## src/rtl/citadel_loader_pkg.sv

```systemverilog
// Shared constants and state encoding for the citadel serial bootstrap loader.
// Opcodes and response bytes are the host protocol's wire values.
package citadel_loader_pkg;

   localparam logic [7:0] OP_WRITE = 8'h57;
   localparam logic [7:0] OP_READ  = 8'h52;
   localparam logic [7:0] OP_GO    = 8'h47;

   localparam logic [7:0] RSP_OK   = 8'h2E;
   localparam logic [7:0] RSP_BAD  = 8'h3F;
   localparam logic [7:0] RSP_TMO  = 8'h21;

   typedef enum logic [2:0] {
      S_IDLE,
      S_HDR,
      S_WDATA,
      S_WBUS,
      S_RBUS,
      S_RSEND,
      S_RESP,
      S_ERR
   } state_e;

   // One-hot byte-lane strobe for the low two address bits.
   function automatic logic [3:0] laneStrobe(input logic [1:0] lane);
      return 4'b0001 << lane;
   endfunction

endpackage

```

## src/rtl/citadel_loader_if.sv

```systemverilog
// Host byte link plus native memory bus of the citadel loader.
// The master modport is the loader's view; slave is the host/responder side.
interface citadel_loader_if;

   logic [7:0]  rx_data;
   logic        rx_ready;
   logic        rx_ack;
   logic [7:0]  tx_data;
   logic        tx_ready;
   logic        tx_busy;
   logic        mem_valid;
   logic        mem_ready;
   logic [31:0] mem_addr;
   logic [31:0] mem_wdata;
   logic [3:0]  mem_wstrb;
   logic [31:0] mem_rdata;

   modport master (
      input  rx_data, rx_ready, tx_busy, mem_ready, mem_rdata,
      output rx_ack, tx_data, tx_ready, mem_valid, mem_addr, mem_wdata, mem_wstrb
   );

   modport slave (
      output rx_data, rx_ready, tx_busy, mem_ready, mem_rdata,
      input  rx_ack, tx_data, tx_ready, mem_valid, mem_addr, mem_wdata, mem_wstrb
   );

endinterface

```

## src/rtl/citadel_loader.sv

```systemverilog
// Serial bootstrap master: parses host command frames and turns each data byte
// into a single-byte bus write or read, answering on the byte link.
module citadel_loader
   import citadel_loader_pkg::*;
#(
   parameter int TIMEOUT = 1024
) (
   input  logic             clk,
   input  logic             rst,
   citadel_loader_if.master bus,
   output logic             core_run,
   output logic             busy
);

   localparam int TW = $clog2(TIMEOUT + 1);

   state_e      state_q, state_d;
   logic        isWrite_q, isWrite_d;
   logic [2:0]  cnt_q, cnt_d;
   logic [31:0] cur_q, cur_d;
   logic [15:0] rem_q, rem_d;
   logic [7:0]  rbyte_q, rbyte_d;
   logic [7:0]  resp_q, resp_d;
   logic [TW-1:0] tmo_q, tmo_d;

   logic        rx_ack_q, rx_ack_d;
   logic        tx_ready_q, tx_ready_d;
   logic [7:0]  tx_data_q, tx_data_d;
   logic        mem_valid_q, mem_valid_d;
   logic [31:0] mem_addr_q, mem_addr_d;
   logic [31:0] mem_wdata_q, mem_wdata_d;
   logic [3:0]  mem_wstrb_q, mem_wstrb_d;
   logic        core_run_q, core_run_d;

   logic        take;
   logic        canSend;
   logic        tmoHit;

   // rx_ready is ignored while the previous ack is still showing, and a tx
   // pulse always leaves one quiet cycle behind it.
   assign take    = bus.rx_ready && !rx_ack_q;
   assign canSend = !bus.tx_busy && !tx_ready_q;
   assign tmoHit  = (tmo_q == TW'(TIMEOUT - 1));

   always_ff @(posedge clk or posedge rst) begin
      if (rst) begin
         state_q     <= S_IDLE;
         isWrite_q   <= 1'b0;
         cnt_q       <= 3'd0;
         cur_q       <= 32'd0;
         rem_q       <= 16'd0;
         rbyte_q     <= 8'd0;
         resp_q      <= 8'd0;
         tmo_q       <= '0;
         rx_ack_q    <= 1'b0;
         tx_ready_q  <= 1'b0;
         tx_data_q   <= 8'd0;
         mem_valid_q <= 1'b0;
         mem_addr_q  <= 32'd0;
         mem_wdata_q <= 32'd0;
         mem_wstrb_q <= 4'd0;
         core_run_q  <= 1'b0;
      end else begin
         state_q     <= state_d;
         isWrite_q   <= isWrite_d;
         cnt_q       <= cnt_d;
         cur_q       <= cur_d;
         rem_q       <= rem_d;
         rbyte_q     <= rbyte_d;
         resp_q      <= resp_d;
         tmo_q       <= tmo_d;
         rx_ack_q    <= rx_ack_d;
         tx_ready_q  <= tx_ready_d;
         tx_data_q   <= tx_data_d;
         mem_valid_q <= mem_valid_d;
         mem_addr_q  <= mem_addr_d;
         mem_wdata_q <= mem_wdata_d;
         mem_wstrb_q <= mem_wstrb_d;
         core_run_q  <= core_run_d;
      end
   end

   always_comb begin
      state_d     = state_q;
      isWrite_d   = isWrite_q;
      cnt_d       = cnt_q;
      cur_d       = cur_q;
      rem_d       = rem_q;
      rbyte_d     = rbyte_q;
      resp_d      = resp_q;
      tmo_d       = tmo_q;
      rx_ack_d    = 1'b0;
      tx_ready_d  = 1'b0;
      tx_data_d   = tx_data_q;
      mem_valid_d = mem_valid_q;
      mem_addr_d  = mem_addr_q;
      mem_wdata_d = mem_wdata_q;
      mem_wstrb_d = mem_wstrb_q;
      core_run_d  = core_run_q;

      case (state_q)
         S_IDLE: begin
            if (take) begin
               rx_ack_d = 1'b1;
               case (bus.rx_data)
                  OP_WRITE, OP_READ: begin
                     isWrite_d = (bus.rx_data == OP_WRITE);
                     cnt_d     = 3'd0;
                     state_d   = S_HDR;
                  end
                  OP_GO: begin
                     core_run_d = 1'b1;
                     resp_d     = RSP_OK;
                     state_d    = S_RESP;
                  end
                  default: begin
                     resp_d  = RSP_BAD;
                     state_d = S_RESP;
                  end
               endcase
            end
         end

         // Header bytes 0-3 land in the address, 4-5 in the remaining count.
         S_HDR: begin
            if (take) begin
               rx_ack_d = 1'b1;
               cnt_d    = cnt_q + 3'd1;
               if (cnt_q < 3'd4) begin
                  cur_d[{cnt_q[1:0], 3'b000} +: 8] = bus.rx_data;
               end else begin
                  rem_d[{cnt_q[0], 3'b000} +: 8] = bus.rx_data;
               end
               if (cnt_q == 3'd5) begin
                  if (rem_d == 16'd0) begin
                     resp_d  = RSP_OK;
                     state_d = S_RESP;
                  end else begin
                     state_d = isWrite_q ? S_WDATA : S_RBUS;
                  end
               end
            end
         end

         S_WDATA: begin
            if (take) begin
               rx_ack_d    = 1'b1;
               mem_addr_d  = {cur_q[31:2], 2'b00};
               mem_wdata_d = {4{bus.rx_data}};
               mem_wstrb_d = laneStrobe(cur_q[1:0]);
               state_d     = S_WBUS;
            end
         end

         S_WBUS: begin
            if (!mem_valid_q) begin
               mem_valid_d = 1'b1;
               tmo_d       = '0;
            end else if (bus.mem_ready) begin
               mem_valid_d = 1'b0;
               cur_d       = cur_q + 32'd1;
               rem_d       = rem_q - 16'd1;
               resp_d      = RSP_OK;
               state_d     = (rem_q == 16'd1) ? S_RESP : S_WDATA;
            end else if (tmoHit) begin
               mem_valid_d = 1'b0;
               state_d     = S_ERR;
            end else begin
               tmo_d = tmo_q + TW'(1);
            end
         end

         // The request fields are loaded together with mem_valid so they stay
         // frozen for the whole transaction.
         S_RBUS: begin
            if (!mem_valid_q) begin
               mem_valid_d = 1'b1;
               mem_addr_d  = {cur_q[31:2], 2'b00};
               mem_wstrb_d = 4'd0;
               tmo_d       = '0;
            end else if (bus.mem_ready) begin
               mem_valid_d = 1'b0;
               rbyte_d     = bus.mem_rdata[{cur_q[1:0], 3'b000} +: 8];
               cur_d       = cur_q + 32'd1;
               rem_d       = rem_q - 16'd1;
               state_d     = S_RSEND;
            end else if (tmoHit) begin
               mem_valid_d = 1'b0;
               state_d     = S_ERR;
            end else begin
               tmo_d = tmo_q + TW'(1);
            end
         end

         S_RSEND: begin
            if (canSend) begin
               tx_ready_d = 1'b1;
               tx_data_d  = rbyte_q;
               if (rem_q == 16'd0) begin
                  resp_d  = RSP_OK;
                  state_d = S_RESP;
               end else begin
                  state_d = S_RBUS;
               end
            end
         end

         S_RESP: begin
            if (canSend) begin
               tx_ready_d = 1'b1;
               tx_data_d  = resp_q;
               state_d    = S_IDLE;
            end
         end

         S_ERR: begin
            if (canSend) begin
               tx_ready_d = 1'b1;
               tx_data_d  = RSP_TMO;
               state_d    = S_IDLE;
            end
         end

         default: state_d = S_IDLE;
      endcase
   end

   assign bus.rx_ack    = rx_ack_q;
   assign bus.tx_ready  = tx_ready_q;
   assign bus.tx_data   = tx_data_q;
   assign bus.mem_valid = mem_valid_q;
   assign bus.mem_addr  = mem_addr_q;
   assign bus.mem_wdata = mem_wdata_q;
   assign bus.mem_wstrb = mem_wstrb_q;
   assign core_run      = core_run_q;
   assign busy          = (state_q != S_IDLE);

endmodule

```

## src/flat_wrapper.sv

```systemverilog
// flat-port wrapper written by rule: the top's interface ports become plain ports
module citadel_loader_flat import citadel_loader_pkg::*;
#(
   parameter int TIMEOUT = 1024
)
  (clk, rst, core_run, busy, bus_rx_data, bus_rx_ready, bus_tx_busy, bus_mem_ready, bus_mem_rdata, bus_rx_ack, bus_tx_data, bus_tx_ready, bus_mem_valid, bus_mem_addr, bus_mem_wdata, bus_mem_wstrb);
  citadel_loader_if bus_i ();
  input  logic clk;
  input  logic rst;
  output logic core_run;
  output logic busy;
  input wire logic [$bits(bus_i.rx_data)-1:0] bus_rx_data;
  input wire logic [$bits(bus_i.rx_ready)-1:0] bus_rx_ready;
  input wire logic [$bits(bus_i.tx_busy)-1:0] bus_tx_busy;
  input wire logic [$bits(bus_i.mem_ready)-1:0] bus_mem_ready;
  input wire logic [$bits(bus_i.mem_rdata)-1:0] bus_mem_rdata;
  output wire logic [$bits(bus_i.rx_ack)-1:0] bus_rx_ack;
  output wire logic [$bits(bus_i.tx_data)-1:0] bus_tx_data;
  output wire logic [$bits(bus_i.tx_ready)-1:0] bus_tx_ready;
  output wire logic [$bits(bus_i.mem_valid)-1:0] bus_mem_valid;
  output wire logic [$bits(bus_i.mem_addr)-1:0] bus_mem_addr;
  output wire logic [$bits(bus_i.mem_wdata)-1:0] bus_mem_wdata;
  output wire logic [$bits(bus_i.mem_wstrb)-1:0] bus_mem_wstrb;
  assign bus_i.rx_data = bus_rx_data;
  assign bus_i.rx_ready = bus_rx_ready;
  assign bus_i.tx_busy = bus_tx_busy;
  assign bus_i.mem_ready = bus_mem_ready;
  assign bus_i.mem_rdata = bus_mem_rdata;
  assign bus_rx_ack = bus_i.rx_ack;
  assign bus_tx_data = bus_i.tx_data;
  assign bus_tx_ready = bus_i.tx_ready;
  assign bus_mem_valid = bus_i.mem_valid;
  assign bus_mem_addr = bus_i.mem_addr;
  assign bus_mem_wdata = bus_i.mem_wdata;
  assign bus_mem_wstrb = bus_i.mem_wstrb;
  citadel_loader #(.TIMEOUT(TIMEOUT)) u_core (.clk(clk), .rst(rst), .bus(bus_i), .core_run(core_run), .busy(busy));
endmodule
```

## config.mk

```make
export PLATFORM = sky130hd
export DESIGN_NAME = citadel_loader_flat
export DESIGN_NICKNAME = d
export VERILOG_FILES = /design/src/rtl/citadel_loader_pkg.sv /design/src/rtl/citadel_loader_if.sv /design/src/rtl/citadel_loader.sv /design/src/flat_wrapper.sv
export SDC_FILE = /design/constraint.sdc
export NUM_CORES = 1
export LEC_CHECK = 0
export ABC_AREA = 1
export BUFFER_PORTS_ARGS = -buffer_cell sky130_fd_sc_hd__buf_2
export CORE_ASPECT_RATIO = 1.4
export CORE_MARGIN = 2
export CORE_UTILIZATION = 35
export DETAILED_ROUTE_END_ITERATION = 6
export GPL_ROUTABILITY_DRIVEN = 0
export GPL_TIMING_DRIVEN = 0
export PLACE_DENSITY = 0.54
export SLEW_MARGIN = 25
export SYNTH_ARGS = -nofsm -noshare
export SYNTH_HDL_FRONTEND = slang
export SYNTH_SLANG_ARGS = --single-unit
```

## constraint.sdc

```tcl
create_clock -name clk -period 10.7 [get_ports clk]
set_input_delay 2.14 -clock clk [delete_from_list [all_inputs] [get_ports clk]]
set_output_delay 2.14 -clock clk [all_outputs]
set_load 0.005 [all_outputs]
```

After elaboration in Yosys (flattened, before gate mapping) --
Index checks and enable logic that the tools add are counted.
Word-level totals: word-level logic and storage cells 159, flip-flop bits (word level) 162, input bits 45
Cells by class: reductions and logical operators 31, $add $sub $neg 6, equality and inequality tests 34, muxes and demuxes 65, shift operators 6, order comparisons 1
Operators by type and width (count):
- two-way mux 32 bit | 6
- one-hot mux 32 bit (2 select lines) | 2
- two-way mux 16 bit | 6
- two-way mux 8 bit | 11
- two-way mux 3 bit | 18
- two-way mux 11 bit | 3
- adder 32 x 1 -> 32 bit, second input constant | 1
- bitwise mux 32 bit | 1
- logical NOT 16 bit | 2
- one-hot mux 16 bit (2 select lines) | 1
- one-hot mux 8 bit (4 select lines) | 1
- variable shift 8 x 7 -> 32 bit, first input constant | 1
- variable part select 32 x 6 -> 8 bit | 1
- variable part select 8 x 7 -> 32 bit | 1
- inequality test 2 x 1 -> 1 bit, second input constant | 15
- == test 8 x 7 -> 1 bit, second input constant | 3
- one-hot mux 8 bit (3 select lines) | 1
- one-hot mux 3 bit (7 select lines) | 1
- bitwise mux 16 bit | 1
- == test 16 x 1 -> 1 bit, second input constant | 1
- one-hot mux 8 bit (2 select lines) | 1
- variable shift 8 x 6 -> 16 bit, first input constant | 1
- variable part select 8 x 6 -> 16 bit | 1
- subtractor 16 x 1 -> 16 bit, second input constant | 1
- 30 further kinds | 62

Logic depth before layout (Yosys ltp) --
Gate-level depths: netlist of the first run.
word-level depth 11, gate-level depth with buffers 14, depth with buffers taken out 13

Worst setup path after synthesis of the first run --
No wires, ideal clock.
path type input-to-reg, start input port bus_rx_ready, end register u_core.cur_q[18], arrival 3.294 ns, setup time 0.126 ns, path buffers 1, data required time 10.574 ns, slack 7.280 ns, cell stages on the path 12, cells stage by stage inv_1 -> nor2_2 -> inv_1 -> nor2_2 -> inv_2 -> nand2_4 -> nand2_4 -> inv_4 -> nand2_2 -> buf_6 -> a21oi_1 -> a21oi_1
Between the ends: cells in the longest elaborated chain, start to end 3
RTL lines:
- start, declared | line flat_wrapper.sv:13 | input wire logic [$bits(bus_i.rx_ready)-1:0] bus_rx_ready;
- logical AND 1 bit | line citadel_loader.sv:41 | assign take = bus.rx_ready && !rx_ack_q;
- inequality test 2 x 1 -> 1 bit (no source line)
- AND reduction 5 bit (no source line)
- end signal, assigned | line citadel_loader.sv:67 | cur_q <= cur_d;
- end, declared | line citadel_loader.sv:20 | logic [31:0] cur_q, cur_d;
No other way between the ends. A chain may end at the register's enable or synchronous reset.

Final worst setup path of the first run --
start register u_core.state_q[2], end output port busy
Between the ends: cells in the longest elaborated chain, start to end 1
RTL lines:
- start, declared | line citadel_loader.sv:17 | state_e state_q, state_d;
- start signal, assigned | line citadel_loader.sv:64 | state_q <= state_d;
- nonzero test 3 bit | line citadel_loader.sv:236 | assign busy = (state_q != S_IDLE);
- end, declared | line flat_wrapper.sv:11 | output logic busy;
No other way between the ends.

==> PnR_summary.wiki, run 1 <==
{| class="wikitable"
! Metric !! Value
|-
| Most frequent cells in the layout || nand2_1 (275), nor2_1 (157), buf_2 (140)
|-
| Startpoint type of the worst setup path || flop
|-
| Per-cell via count in the routed design || 5.02
|-
| Area of the core || 22600 um2
|-
| Setup TNS || 0 ns
|-
| Netlist cell types || 45
|-
| Fraction of registers with async set/reset || 1.00
|-
| Pre-CTS setup slack || 6.78 ns
|-
| Worst voltage drop across the vdd grid || 0.159 mV
|-
| Count of hold buffers inserted by post-cts repair || 0
|-
| Number of storage elements in the synthesis netlist || 130
|-
| Critical Path Slowest Stage Cell || dfrtp_1
|-
| Post-route worst setup slack || 7.06 ns
|-
| Register area share after synthesis || 0.404
|-
| MaxCap Viol Count || 0
|-
| Cell chosen for the clock root || clkbuf_16
|-
| Area growth from synthesis to final layout || 20.2%
|-
| Cell-by-cell listing of the critical path || buf_6 > nor2_1 > nand2_1 > buf_2
|-
| Postcts setup bufs || 0
|-
| Total number of vias || 7944
|-
| Clock H-tree levels || 4
|-
| Startpoint-to-endpoint class of the critical path || reg2out
|-
| Clock Latency Late Sink || 0.43 ns
|-
| Clock skew || 0.00978 ns
|-
| Most common cell after layout, fill and taps aside || nand2_1
|-
| Post-layout util || 0.428
|-
| Data arrival at the endpoint of the critical path || 1.50 ns
|-
| Final-report setup violation count || 0
|-
| Router iterations before antenna repair || 6
|-
| Most used flip-flop cell after synthesis || dfrtp_1
|-
| Cts bufs inserted || 17
|-
| Max-slew headroom || 0.436
|-
| Result of the run || finished clean
|-
| Final Slew Violations || 0
|-
| Initial antenna violation count || 0
|-
| Highest Clock Rate || 275 MHz
|-
| Placement row count || 65
|-
| Time the final worst path needs with I/O delays and setup || 3.64 ns
|-
| Clock tree from TritonCTS || built
|-
| Number of warnings issued by yosys || 0
|-
| Ratio of cells with drive above 1 in the final layout || 0.195
|-
| GR Util All Layers || 0.210
|-
| Average routed wire per standard cell || 16.1 um
|-
| Synth top area share || 0.404
|-
| Via count of the first global-routing pass || 7767
|-
| Final wirelength || 25400 um
|-
| Starting utilization of the core area || 0.356
|-
| Gr ovfl total || 0
|-
| Longest Clk Path Bufs || 2
|-
| Peak per-stage delay on the critical path || 0.43 ns
|-
| Post-synthesis cell count || 1123
|-
| Post-Place Cells || 1549
|-
| Netlist area before placement || 8060 um2
|-
| Synth area leaders || dfrtp_1 (40%), nand2_1 (13%), nor2_1 (7.3%)
|-
| Unrepaired setup endpoints after global routing || false
|-
| Clock sink count || 130
|-
| Count of unresolved DRC violations after routing || 0
|-
| Detail Route Antenna Nets || 0
|-
| Number of synthesized flops with an enable pin || 0
|-
| Drt initial violations || 573
|-
| Placed instance area || 9090 um2
|-
| Global-route wire length before repair || 40400 um
|-
| Endpoint class of the critical path || output pin
|-
| Fillers || 2446
|-
| Cts repair resizes || 0
|-
| Min-delay worst type || reg2reg
|-
| Largest fanout on the critical path || 10
|-
| Cell accounting for the most synthesized area || dfrtp_1
|-
| Number of antenna diodes || 0
|-
| Areal power density over the cells || 296 nW/um2
|-
| Final-stage net count || 1324
|-
| Detail Placement HPWL || 19400 um
|-
| Worst-Margin Slew || 0.840 ns
|-
| I/O pin count || 126
|-
| Post-route cell area || 9680 um2
|-
| Width of the chip || 132 um
|-
| Number of non-filler instances in the completed layout || 1581
|-
| Pin count of the biggest net entering global routing || 67
|-
| Vertical extent of the die || 184 um
|-
| Share of the clock period used by the worst path || 0.340
|-
| Number of buffers inserted by port buffering || 123
|-
| Die area || 24300 um2
|-
| Mean post-synth cell area || 7.18 um2
|-
| Worst-path clk slew || 0.06 ns
|-
| Leak Pwr || 4.68 nW
|-
| Hold Vio Cnt, Final || 0
|-
| Required time of the worst setup path || 8.56 ns
|}
==> report_power, final <==
group / leakage (nW) / total, W / switching [W] / internal, W
logic: 2.81 / 0.00140 / 0.000881 / 0.000522
clock network: 0.281 / 0.000594 / 0.000242 / 0.000352
registers: 1.59 / 0.000869 / 0.000170 / 0.000699
==> metal layers <==
layer / track usage / wire length (um) / vias up
met5: 0 / 0 / -
met4: 0.111 / 1240 / 0
met3: 0.0320 / 838 / 73
met2: 0.374 / 12900 / 213
met1: 0.242 / 10400 / 3693
li1: - / - / 3965
==> worst paths after layout <==
path                       slack [ns]                 endpoint  cells after the start         startpoint
min reg2reg                      0.49         u_core.resp_q[3]                      2   u_core.resp_q[3]
min in group asynchronous        1.75  u_core.bus.mem_addr[21]                      2                rst
max reg2reg                      8.10         u_core.cur_q[19]                     10    u_core.cnt_q[0]
max                              7.06                     busy                      4  u_core.state_q[2]
max in group asynchronous        8.24          u_core.core_run                      3                rst
min                              0.49         u_core.resp_q[3]                      2   u_core.resp_q[3]
==> state kept, by name (all words and copies together), names as in the netlist <==
name,cells
u_core.bus.mem_addr,30
u_core.cnt_q,3
u_core.state_q,3
u_core.bus.rx_ack,1
u_core.rbyte_q,8
u_core.bus.mem_wdata,8
u_core.resp_q,2
u_core.bus.mem_wstrb,4
u_core.cur_q,32
u_core.core_run,1
u_core.bus.tx_ready,1
u_core.bus.mem_valid,1
u_core.isWrite_q,1
u_core.bus.tx_data,8
u_core.tmo_q,11
u_core.rem_q,16
==> through the flow <==
| stage | hold WS (ns) | power, W |
|---|---|---|
| global placement | 0.462 | 0.00227 |
| detailed placement | 0.457 | 0.00228 |
| floorplan | 0.435 | 0.00181 |
| global route | 0.521 | 0.00310 |
| CTS | 0.486 | 0.00289 |
| finish | 0.489 | 0.00287 |
==> worst max-delay path, delay by kind of cell, from the launching register on <==
family                 cells  cell delay (ns)
buffers and inverters      2             0.33
and+or+nand+nor            2             0.31
DFF                        1             0.43
==> Yosys cell counts (all sizes together) (2+ instances only) <==
library cell and number:
nand3 89, a22oi 9, a2bb2oi 6, mux2 8, nand2 286, inv 109, xor2 12, nor2 167
o32ai 2, a31oi 8, o21ai 97, clkinv 2, o211ai 7, ha 12, dfrtp 130, o31ai 3
o22ai 17, nand4 15, nor3 25, a21boi 2, buf 53, a21oi 48, clkbuf 8
==> layout make-up <==
class	instances	area (um2)	share of cell area
Multi-Input combinational cell	822	4000	0.413
Inverter	111	429	0.0443
Tap cell	301	377	0.0389
Clock buffer	18	439	0.0453
Buffer	61	393	0.0406
Timing Repair Buffer	124	643	0.0664
Clock inverter	14	155	0.0160
Sequential cell	130	3250	0.336
==> cells by family (layout without fill, tap and decap cells) <==
family,count (synthesis),in the layout,share of synthesized area
and+or+nand+nor,585,585,0.308
AOI/OAI and AO/OA,202,202,0.143
buffers and inverters,172,328,0.101
muxes,8,8,0.0112
adders and majority gates,12,12,0.0186
other,1,2,0.000465
xor gates and xnor gates,13,13,0.0141
DFF,130,130,0.404
Power figures use the tool's default switching activity.
==> run 2: changes to the inputs <==
- ABC_AREA: 1 -> 0
- clock period: 10.7 -> 3.7 ns (I/O delays scaled with it)
==> run 2 against run 1 <==
Compared with the run above:
- clock power grew to 3.0 times the previous value
- sequential share of layout area is 0.53 points higher
- critical path depth is 5 higher
- register-to-register slack worse by 7.8 ns
- via count is 9.8% lower
- sequential cell count stayed put
- global-route usage is 0.81 points higher
- clock-buffer cell count is 1 higher
- core utilization is 0.62 points higher
- clock skew is 0.0018 ns lower
- wire length hardly changed
- first-iteration DRC count is 9.8% higher
- critical path type is now reg2reg
- largest cell class unchanged
- largest power group unchanged
==> PnR_summary.wiki, run 2 <==
{| class="wikitable"
! Metric !! Value
|-
| Clock sink count || 130
|-
| Cell chosen for the clock root || clkbuf_16
|-
| Reg with most FFs || u_core.cur_q
|-
| Worst-Margin Slew || 1.11 ns
|-
| Hold Vio Cnt, Final || 0
|-
| GR Util All Layers || 0.218
|-
| Time the final worst path needs with I/O delays and setup || 3.45 ns
|-
| Average routed wire per standard cell || 19.8 um
|-
| Longest Clk Path Bufs || 2
|-
| Main combinational cell family by area after synthesis || compound AO/OA/AOI/OAI gates
|-
| Share of synthesized area spent on multiplexers || 0.102
|-
| Peak per-stage delay on the critical path || 0.66 ns
|-
| Worst voltage drop across the vdd grid || 0.367 mV
|-
| Cell-by-cell listing of the critical path || buf_2 > nor3b_1 > clkbuf_1 > or2_2 > buf_2 > clkbuf_1 > buf_1 > o211ai_1 > o211ai_1
|-
| Clock power share || 0.240
|-
| Starting utilization of the core area || 0.357
|-
| Number of warnings issued by yosys || 0
|-
| Netlist cell types || 72
|-
| Final Slew Violations || 0
|-
| Critical Path Slowest Stage Cell || buf_1
|-
| Ratio of cells with drive above 1 in the final layout || 0.260
|-
| R2R cell count || 9
|-
| Kind of cell adding the most delay to the critical path || buffers and inverters
|-
| Number of flip-flops under the largest register name || 32
|-
| Router iterations before antenna repair || 7
|-
| Placement row count || 64
|-
| Areal power density over the cells || 786 nW/um2
|-
| Clock tree from TritonCTS || built
|-
| Buf/Inv on CP || 5
|-
| Endpoint class of the critical path || flop
|-
| Synthesized-area fraction occupied by ao, oa, aoi and oai cells || 0.195
|-
| Final-stage net count || 1031
|-
| Xor and xnor fraction of the mapped netlist area || 0.0123
|-
| Final wirelength || 25400 um
|-
| Beginning of the worst register-to-register path || u_core.state_q[0]
|-
| Initial antenna violation count || 0
|-
| Result of the run || finished clean
|-
| Clock Latency Late Sink || 0.43 ns
|-
| Synth top area share || 0.416
|-
| Post-synthesis cell count || 831
|-
| Setup TNS || 0 ns
|-
| Max-slew headroom || 0.256
|-
| Most frequent cells in the layout || dfrtp_1 (130), buf_2 (124), nand2_1 (64)
|-
| Sequential cell fraction of total power || 0.314
|-
| Most repeated cell in the gate-level netlist after synthesis || dfrtp_1
|-
| Per-cell via count in the routed design || 5.58
|-
| Final-report setup violation count || 0
|-
| Worst reg2reg path endpoint || u_core.cur_q[23]
|-
| Highest Clock Rate || 290 MHz
|-
| Pin count of the biggest net entering global routing || 32
|-
| Synth area leaders || dfrtp_1 (42%), mux2_2 (6.9%), o21ai_0 (3.9%)
|-
| Switching power share of the total || 0.405
|-
| Startpoint type of the worst setup path || flop
|-
| Via count of the first global-routing pass || 7089
|-
| Number of buffers inserted by port buffering || 119
|-
| Startpoint of the worst setup timing path || u_core.state_q[0]
|-
| Cell Int Power || 0.00446 W
|-
| Count of hold buffers inserted by post-cts repair || 0
|-
| Post-Place Cells || 1252
|-
| Commonest cells in the netlist || dfrtp_1 (130), nand2_1 (64), o21ai_0 (61), nor2_1 (54), mux2_2 (48)
|-
| Mean post-synth cell area || 9.42 um2
|-
| Flop2flop setup slack || 0.25 ns
|-
| Startpoint-to-endpoint class of the critical path || reg2reg
|-
| Number of storage elements in the synthesis netlist || 130
|-
| Post-Synth Simple-Gate Area || 0.191
|-
| Synthesized-area fraction occupied by adder cells || 0.0192
|-
| Leak Pwr || 4.05 nW
|-
| Postcts setup bufs || 0
|-
| Number of antenna diodes || 0
|-
| Clock skew || 0.00801 ns
|-
| Register area share after synthesis || 0.416
|-
| Largest fanout on the critical path || 10
|-
| Count of unresolved DRC violations after routing || 0
|-
| Gr ovfl total || 0
|-
| MaxCap Viol Count || 0
|-
| Cts repair resizes || 0
|-
| I/O pin count || 126
|-
| Clock H-tree levels || 4
|-
| Detail Route Antenna Nets || 0
|-
| Cell accounting for the most synthesized area || dfrtp_1
|-
| Width of the chip || 130 um
|-
| Share of the clock period used by the worst path || 0.932
|-
| Final-layout worst hold slack || 0.363 ns
|-
| Required time of the worst setup path || 4.04 ns
|-
| Total number of vias || 7164
|-
| Unrepaired setup endpoints after global routing || false
|-
| Drt initial violations || 629
|-
| Cts bufs inserted || 17
|-
| Most used flip-flop cell after synthesis || dfrtp_1
|-
| Data arrival at the endpoint of the critical path || 3.79 ns
|-
| Area growth from synthesis to final layout || 21.8%
|-
| Detail Placement HPWL || 18100 um
|-
| Vertical extent of the die || 181 um
|-
| Part of the power in combinational logic || 0.446
|-
| Number of non-filler instances in the completed layout || 1284
|-
| Sw Pwr || 0.00303 W
|-
| Worst-path clk slew || 0.06 ns
|-
| Most common cell after layout, fill and taps aside || dfrtp_1
|-
| Area of the core || 21900 um2
|-
| Fillers || 2231
|-
| Global-route wire length before repair || 39700 um
|-
| Number of synthesized flops with an enable pin || 0
|-
| Netlist area before placement || 7830 um2
|-
| Min-delay worst type || in2async
|-
| Fraction of registers with async set/reset || 1.00
|-
| Die area || 23600 um2
|}
==> run 2: layout make-up <==
class                           instances  area [um2]  area share
Tap cell                              297         372      0.0390
Clock buffer                           19         453      0.0475
Timing Repair Buffer                  123         676      0.0709
Multi-Input combinational cell        598        4100       0.430
Clock inverter                         13         174      0.0182
Sequential cell                       130        3250       0.341
Inverter                               21        82.6     0.00866
Buffer                                 83         423      0.0444
==> run 2: worst max path at each step <==
stage | end | slack (ns) | cells past startpoint
2_1_floorplan | u_core.cur_q[30] | 1.20 | 9
3_3_place_gp | u_core.cur_q[23] | 0.28 | 9
3_5_place_dp | u_core.cur_q[23] | 0.24 | 9
4_1_cts | u_core.cur_q[23] | 0.20 | 9
5_1_grt | u_core.cur_q[23] | 0.06 | 9
6_report | u_core.cur_q[23] | 0.25 | 9
==> run 2: cell families after synthesis <==
group                      Yosys count
and+or+nand+nor                    282
muxes                               64
xor gates and xnor gates            11
adders and majority gates           12
other                                1
buffers and inverters              104
AOI/OAI and AO/OA                  227
DFF                                130
==> run 2: worst reg2reg max path, delay by kind of cell, from the launching register on <==
kind	cells	cell delay [ns]
AO/OA/AOI/OAI	2	0.34
buffers and inverters	5	2.14
flip-flops	1	0.37
AND/OR/NAND/NOR	2	0.54
==> run 2: power groups by stage <==
stage,Clock (W),Sequential [W],Combinational (W)
6_report,0.00180,0.00235,0.00334
5_1_grt,0.00190,0.00244,0.00366
4_1_cts,0.00183,0.00236,0.00334
3_5_place_dp,0,0.00238,0.00332
3_3_place_gp,0,0.00237,0.00327
2_1_floorplan,0,0.00227,0.00221
==> run 2: per-stage QoR <==
step                      worst slack (ns)   util  cell area (um2)  power (W)
after floorplan                       1.20      -             7830    0.00448
after global placement               0.280  0.401             8800    0.00564
after detailed placement             0.239  0.406             8910    0.00570
after CTS                            0.200  0.434             9530    0.00753
after global routing                0.0550  0.435             9530    0.00799
final                                0.253  0.435             9530    0.00749
==> run 2: metal layers <==
metal  vias to the layer above  GRT usage  part of all wire
met5                         -          0                 0
met1                      3478      0.268              0.42
met2                       257      0.375              0.50
li1                       3378          -                 -
met4                         0     0.0877             0.031
met3                        51     0.0367             0.053
